**config.mk**
```make
export PLATFORM = sky130hd
export DESIGN_NAME = ema_multichannel
export DESIGN_NICKNAME = d
export VERILOG_FILES = /design/src/rtl/ema_multichannel.sv
export SDC_FILE = /design/constraint.sdc
export NUM_CORES = 2
export LEC_CHECK = 0
export ABC_CLOCK_PERIOD_IN_PS = 11700
export CAP_MARGIN = 20
export CORE_ASPECT_RATIO = 0.7
export CORE_MARGIN = 2
export CORE_UTILIZATION = 52
export DETAILED_ROUTE_END_ITERATION = 12
export PLACE_DENSITY = 0.76
export SYNTH_ARGS = -nofsm -noshare
export SYNTH_HDL_FRONTEND = slang
export SYNTH_SLANG_ARGS = --single-unit
```
**constraint.sdc**
```tcl
create_clock -name clk -period 11.7 [get_ports clk]
set_clock_uncertainty 0.2 [all_clocks]
set_input_delay 2.34 -clock clk [delete_from_list [all_inputs] [get_ports clk]]
set_output_delay 2.34 -clock clk [all_outputs]
set_load 0.03 [all_outputs]
```
**src/rtl/ema_multichannel.sv**
```systemverilog
// Time-multiplexed exponential moving average, s += alpha*(x - s), shared by N_CH channels.
// Optional EMA_PRELOAD_EN: the first sample on an unprimed channel loads the state directly.
module ema_multichannel #(
    parameter int DATA_W = 27,
    parameter int COEF_W = 18,
    parameter int N_CH   = 4,
    parameter int CH_W   = (N_CH > 1) ? $clog2(N_CH) : 1
) (
    input  logic                     clk,
    input  logic                     rst,
    input  logic                     in_valid,
    input  logic [CH_W-1:0]          in_chan,
    input  logic signed [DATA_W-1:0] in_data,
    input  logic [COEF_W-1:0]        in_coef,
    output logic                     out_valid,
    output logic [CH_W-1:0]          out_chan,
    output logic signed [DATA_W-1:0] out_data
);
    localparam int SW = DATA_W + COEF_W;
    localparam int DW = SW + 1;
    localparam int PW = SW + COEF_W + 2;
    localparam logic [CH_W:0] N_CH_L = (CH_W + 1)'(N_CH);

    // Handshake: in_valid qualifies in_chan/in_data/in_coef for one cycle and there is no
    // ready; every in-range sample is taken and yields exactly one out_valid pulse 3 edges later.

    function automatic logic signed [PW-1:0] mul_step(input logic signed [DATA_W-1:0] x,
                                                      input logic [COEF_W-1:0]        coef,
                                                      input logic signed [SW-1:0]     s);
        logic signed [DW-1:0] d;
        d = (DW'(x) <<< COEF_W) - DW'(s);
        return PW'($signed({1'b0, coef})) * PW'(d);
    endfunction

    function automatic logic signed [SW-1:0] acc_step(input logic signed [SW-1:0] s,
                                                      input logic signed [PW-1:0] p);
        return s + SW'(p >>> COEF_W);
    endfunction

    logic                     accept;
    logic                     v1_q, v1_d, v2_q, v2_d, v3_q, v3_d;
    logic [CH_W-1:0]          chan1_q, chan1_d, chan2_q, chan2_d, chan3_q, chan3_d;
    logic signed [DATA_W-1:0] x1_q, x1_d, x2_q, x2_d;
    logic [COEF_W-1:0]        coef1_q, coef1_d, coef2_q, coef2_d;
    logic signed [SW-1:0]     s2_q, s2_d, s3_q, s3_d;
    logic signed [PW-1:0]     p3_q, p3_d, p2;
    logic signed [SW-1:0]     s_rd, s_new2, s_new3;
    logic signed [SW-1:0]     s_mem_q [N_CH];
    logic signed [SW-1:0]     s_mem_d [N_CH];
    logic                     out_valid_q, out_valid_d;
    logic [CH_W-1:0]          out_chan_q, out_chan_d;
    logic signed [DATA_W-1:0] out_data_q, out_data_d;
    logic                     fwd2, fwd3;
`ifdef EMA_PRELOAD_EN
    logic [N_CH-1:0]          pr_mem_q, pr_mem_d;
    logic                     pr_rd, pr2_q, pr2_d, pr3_q, pr3_d;
    logic signed [DATA_W-1:0] x3_q, x3_d;
`endif

    // Update arithmetic for the items in S2 (forwarding only) and S3 (commit).
    always_comb begin
        p2     = mul_step(x2_q, coef2_q, s2_q);
        s_new2 = acc_step(s2_q, p2);
        s_new3 = acc_step(s3_q, p3_q);
`ifdef EMA_PRELOAD_EN
        if (!pr2_q) s_new2 = SW'(x2_q) <<< COEF_W;
        if (!pr3_q) s_new3 = SW'(x3_q) <<< COEF_W;
`endif
    end

    // State read for S1; S2 is younger than S3, so it is applied last and wins.
    always_comb begin
        fwd2 = v2_q && (chan2_q == chan1_q);
        fwd3 = v3_q && (chan3_q == chan1_q);
        s_rd = s_mem_q[chan1_q];
        if (fwd3) s_rd = s_new3;
        if (fwd2) s_rd = s_new2;
`ifdef EMA_PRELOAD_EN
        pr_rd = pr_mem_q[chan1_q] | fwd2 | fwd3;
`endif
    end

    always_comb begin
        accept  = in_valid && ({1'b0, in_chan} < N_CH_L);
        v1_d    = accept;
        chan1_d = chan1_q;
        x1_d    = x1_q;
        coef1_d = coef1_q;
        if (accept) begin
            chan1_d = in_chan;
            x1_d    = in_data;
            coef1_d = in_coef;
        end
        v2_d    = v1_q;
        chan2_d = chan1_q;
        x2_d    = x1_q;
        coef2_d = coef1_q;
        s2_d    = s_rd;
        v3_d    = v2_q;
        chan3_d = chan2_q;
        s3_d    = s2_q;
        p3_d    = p2;
        out_valid_d = v3_q;
        out_chan_d  = out_chan_q;
        out_data_d  = out_data_q;
        s_mem_d     = s_mem_q;
        if (v3_q) begin
            out_chan_d         = chan3_q;
            out_data_d         = DATA_W'(s_new3 >>> COEF_W);
            s_mem_d[chan3_q]   = s_new3;
        end
`ifdef EMA_PRELOAD_EN
        pr2_d    = pr_rd;
        pr3_d    = pr2_q;
        x3_d     = x2_q;
        pr_mem_d = pr_mem_q;
        if (v3_q) pr_mem_d[chan3_q] = 1'b1;
`endif
    end

    always_ff @(posedge clk) begin
        if (rst) begin
            v1_q <= 1'b0;  v2_q <= 1'b0;  v3_q <= 1'b0;
            chan1_q <= '0; chan2_q <= '0; chan3_q <= '0;
            x1_q <= '0;    x2_q <= '0;
            coef1_q <= '0; coef2_q <= '0;
            s2_q <= '0;    s3_q <= '0;    p3_q <= '0;
            out_valid_q <= 1'b0;
            out_chan_q  <= '0;
            out_data_q  <= '0;
            for (int i = 0; i < N_CH; i++) s_mem_q[i] <= '0;
`ifdef EMA_PRELOAD_EN
            pr2_q <= 1'b0; pr3_q <= 1'b0; x3_q <= '0;
            pr_mem_q <= '0;
`endif
        end else begin
            v1_q <= v1_d;  v2_q <= v2_d;  v3_q <= v3_d;
            chan1_q <= chan1_d; chan2_q <= chan2_d; chan3_q <= chan3_d;
            x1_q <= x1_d;  x2_q <= x2_d;
            coef1_q <= coef1_d; coef2_q <= coef2_d;
            s2_q <= s2_d;  s3_q <= s3_d;  p3_q <= p3_d;
            out_valid_q <= out_valid_d;
            out_chan_q  <= out_chan_d;
            out_data_q  <= out_data_d;
            for (int i = 0; i < N_CH; i++) s_mem_q[i] <= s_mem_d[i];
`ifdef EMA_PRELOAD_EN
            pr2_q <= pr2_d; pr3_q <= pr3_d; x3_q <= x3_d;
            pr_mem_q <= pr_mem_d;
`endif
        end
    end

    assign out_valid = out_valid_q;
    assign out_chan  = out_chan_q;
    assign out_data  = out_data_q;

endmodule
```
# Word-level counts from Yosys, hierarchy flattened
# Cells that the tools add are included.
# word_totals
ff_bits,462
output_inout_bits,30
# op_classes
reduce_logical,3
addsub,3
mul,1
muxes,8
order_cmp,3
bitwise,2
eq_ne,2
# op_table
operator,count
45-bit 2-to-1 mux,5
180-bit bitwise mux,1
45-bit adder,2
45-bit binary-select mux with 2-bit select,1
45-bit demux with 2-bit select,1
19-bit by 46-bit multiplier with 63-bit output,1
45-bit by 45-bit subtractor with 46-bit output,1
3-bit >= comparator (second input constant),2
2-bit NOT with 3-bit output,2
2-bit == test,2
1-bit logical AND,3
3-bit by 1-bit < comparator with 1-bit output (second input constant),1

# Logic depth before layout (Yosys ltp)
# depth
word_depth,6
ltp_mapped,51

# Worst setup path before layout
# Ideal clock, no wire load.
# synth_timing
kind,register to register
startpoint,register s2_q[0]
endpoint,register s2_q[44]
path_buffers,3
required_ps,11371
t_arrival_ps,10458
stages_incl_launch_ff,48
setup_slack_ps,913
setup_ps,129
cell_sequence,dfxtp_1 -> clkbuf_1 -> inv_1 -> ha_1 -> nor4b_2 -> nand4_1 -> o21bai_1 -> a21o_1 -> a211oi_1 -> a21oi_1 -> nand2_1 -> nor2_1 -> nor2_1 -> xnor2_1 -> clkbuf_1 -> and2_1 -> fa_1 -> fa_1 -> [... 12 more ...] -> a21oi_1 -> nor2_1 -> and3_1 -> o31ai_1 -> a21oi_1 -> xnor2_1 -> ha_1 -> clkbuf_1 -> and4_1 -> nand4_1 -> a211o_1 -> a31oi_1 -> a31oi_1 -> o31ai_1 -> nand4_1 -> and4b_1 -> xnor3_1 -> a21oi_2
# synth_via
elab_chain_len,4
# synth_lines
element,line_no,source
"start, declared",45,"logic signed [SW-1:0] s2_q, s2_d, s3_q, s3_d;"
"start signal, assigned",127,s2_q <= '0; s3_q <= '0; p3_q <= '0;
"start signal, assigned",141,s2_q <= s2_d; s3_q <= s3_d; p3_q <= p3_d;
45-bit by 45-bit subtractor with 46-bit output,31,d = (DW'(x) <<< COEF_W) - DW'(s);
19-bit by 46-bit multiplier with 63-bit output,32,"return PW'($signed({1'b0, coef})) * PW'(d);"
named net p2[42],46,"logic signed [PW-1:0] p3_q, p3_d, p2;"
45-bit adder,37,return s + SW'(p >>> COEF_W);
45-bit 2-to-1 mux,77,if (fwd2) s_rd = s_new2;
# The timed path passes the listed nets, and every way through them passes these cells.
# A chain may end at the register's enable or synchronous reset.

# Worst setup path in the final report
# layout_timing
startpoint,register s2_q[3]
endpoint,register s2_q[43]
# Same word-level chain as after synthesis.

==> out/qor.txt <==
Slew Limit Fails -> 0
layout cells sized above 1 -> 6.94%
syn_nets -> 6,687
# H-tree levels -> 2
Die ar. -> 0.0968 mm^2
Clk pin slew, worst setup/hold paths -> 80 ps
I/O pin count -> 80
DR iter-0 viols -> 3,794
CP startpoint kind -> register
number of global-route vias before repair -> 39,700
reg2reg end -> s2_q[43]$_SDFF_PP0_
critical path data arrival time -> 11,560 ps
commonest non-fill, non-tap cell in the layout -> inv_1
clock sink count -> 444
initial core utilization -> 52.3%
CP endpoint kind -> register
R2R setup slack -> 420 ps
TritonCTS clock tree -> yes
Buffers on Ports -> 79
worst r2r src -> s2_q[3]$_SDFF_PP0_
failing checks -> design-rule violations
Final Hold Viols -> 0
most frequent cells in the layout -> inv_1, nand2_1, fa_1, and2_1, dfxtp_1
Avg Vias per Cell -> 5.61
wirelength, routed -> 146 mm
GRT overflow -> 0
Cell variety after synth -> 80
area grow syn2layout -> 9.35%
initial antenna violation count -> 5
ys flop type -> dfxtp_1
DP HPWL -> 114 mm
WHS Endpoint -> x2_q[3]$_SDFF_PP0_
Placeable Area -> 0.0937 mm^2
worst hold path startpoint -> x1_q[3]$_SDFFE_PP0P_
reg2reg path depth -> 41
Net Sw Power -> 6.28 mW
Num CTS Buffers -> 43
Power Dens Cells -> 227 mW/mm^2
Syn Area/Cell -> 8.75 um^2
Cell Area, Synth -> 0.0490 mm^2
post-synth top area share -> 31.5%
first-pass GRT wire length -> 227 mm
total of max-cap violations -> 0
Layout fillers -> 8,152
Die H -> 261 um
Peak VDD IR -> 0.204 mV
First-pass DRT Iterations -> 12
Yosys reg bits -> 444
largest net degree at the start of global routing -> 99
Root Driver -> clkbuf_16
gpl congestion -> 1.05
post-DR wirelength/cell -> 21.1 um
status -> finished with violations
CP required -> 11,980 ps
Mapped Cells -> 5,604
GR Util All Layers -> 30.6%
fin crit share -> 96.4%
largest stage delay on the critical path -> 620 ps
EDFF count, synth -> 0
Placement Rows -> 94
share of power burned in registers -> 14.1%
Sw Share -> 51.7%
f_max -> 88.6 MHz
Final Critical Period -> 11,280 ps
worst skew pair latency -> 600 ps
Pwr Total -> 12.1 mW
Hold Path Depth -> 1
antenna-violating nets left -> 0
endpoints failing setup -> 0
most frequent CP cell -> fa_1
Clock power frac -> 12.1%
type of the worst min-delay path -> reg2reg
P_leak -> 24.9 nW
yosys warns -> 0
Crit-path slowest cell -> or4_1
DR vias -> 38,800
Worst Setup Path Type -> reg2reg
Layout Cells excl Fill -> 6,913
register area share after synthesis -> 18.1%
Die W -> 371 um
placed instance count -> 6,819
post-synth top area cell -> fa_1
CP max FO -> 8
Async SR Flop Fraction -> 0%
top post-synthesis cells by area -> fa_1, dfxtp_1, inv_1
buffer depth of the longest clock path -> 3
Worst Tran Pin Value -> 1190 ps
Internal Power -> 5.87 mW
part of the power in combinational logic -> 73.8%
Slew headroom -> 20.3%
Final nets -> 6,713
DRC violations left -> 2
logic make-up (layout without fill, tap and decap cells):
logic type                 after synthesis  in the layout  synth area share, %
buffers and inverters                 1277           1337                 9.81
adders and majority gates             1033           1033                 38.2
and+or+nand+nor                       1810           1810                 17.5
DFF                                    444            444                 18.1
xor gates and xnor gates               179            179                 3.30
muxes                                  126            126                 3.72
other                                    0              1                    0
AOI/OAI and AO/OA                      735            735                 9.37
state kept, by name (all words and copies together), names as in the netlist, 2 cells and up:
name	flops
chan1_q	2
chan2_q	2
chan3_q	2
coef1_q	18
coef2_q	18
out_chan	2
out_data	27
p3_q	45
s2_q	45
s3_q	45
s_mem_q	180
x1_q	27
x2_q	27
power by group through the flow:
stage	clock network (mW)	registers [mW]	logic, mW
CTS	1.50	1.71	8.56
detailed placement	0	1.74	8.48
floorplan	0	1.70	5.53
finish	1.47	1.71	8.97
global route	1.56	1.71	9.71
global placement	0	1.74	8.39
per-layer routing:
metal	GRT usage (%)	share of wire [%]
met5	0	0
met2	42.8	41
met4	7.52	2.5
met3	11.9	14
met1	44.4	43
Yosys cell counts, types with 52 or more instances:
master / count
a211oi_1: 57
a21o_1: 66
a21oi_1: 328
and2_1: 447
clkbuf_1: 250
dfxtp_1: 444
fa_1: 770
ha_1: 263
inv_1: 994
mux2i_1: 80
nand2_1: 861
nor2_1: 244
nor2b_1: 84
o21ai_0: 83
xnor2_1: 121
xor2_1: 52
critical path: cells and delay by family (launching register included):
family	cells	cell delay, ps
AO/OA/AOI/OAI	14	3190
XOR/XNOR	3	770
flip-flops	1	410
AND/OR/NAND/NOR	10	2260
buffers and inverters	6	760
adder cells (fa/ha/maj)	8	3580
how the worst max path moves through the flow:
stage,from,endpoint,slack (ps)
CTS,s2_q[18]$_SDFF_PP0_,s2_q[43]$_SDFF_PP0_,60
global placement,s2_q[18]$_SDFF_PP0_,s2_q[43]$_SDFF_PP0_,90
floorplan,s2_q[0]$_SDFF_PP0_,s2_q[44]$_SDFF_PP0_,910
finish,s2_q[3]$_SDFF_PP0_,s2_q[43]$_SDFF_PP0_,420
global route,s2_q[0]$_SDFF_PP0_,s2_q[38]$_SDFF_PP0_,-40
detailed placement,s2_q[18]$_SDFF_PP0_,s2_q[43]$_SDFF_PP0_,-50
final cells by class:
class                      instances  area [um^2]  share of cell area (%)
multi-input combinational       3883        35700                    66.6
tap                             1248         1560                    2.91
clock buffer                      64         1240                    2.32
clock inverter                    15          215                   0.402
inverter                         995         3730                    6.97
timing repair buffer             263         2250                    4.20
antenna                            1         2.50                 0.00467
sequential                       444         8910                    16.6
timing repair:
| action | in CTS | in global routing |
|---|---|---|
| pin swaps | 0 | 15 |
| hold buffers | 0 | 0 |
| setup buffers | 0 | 10 |
| resized for setup | 3 | 58 |
| setup endpoints to repair | 5 | 21 |
stage by stage:
| stage | cell area [um^2] | TNS [ps] | setup WS, ps | hold slack, ps | util, % |
|---|---|---|---|---|---|
| floorplan | 49000 | 0 | 913 | 214 | - |
| detailed placement | 51600 | -130 | -53.7 | 233 | 55.1 |
| global route | 53600 | -47.5 | -43.7 | 263 | 57.2 |
| finish | 53600 | 0 | 418 | 251 | 57.2 |
| CTS | 53100 | 0 | 59.0 | 252 | 56.7 |
| global placement | 51600 | 0 | 85.2 | 216 | 55.1 |
Power figures use the tool's default switching activity.
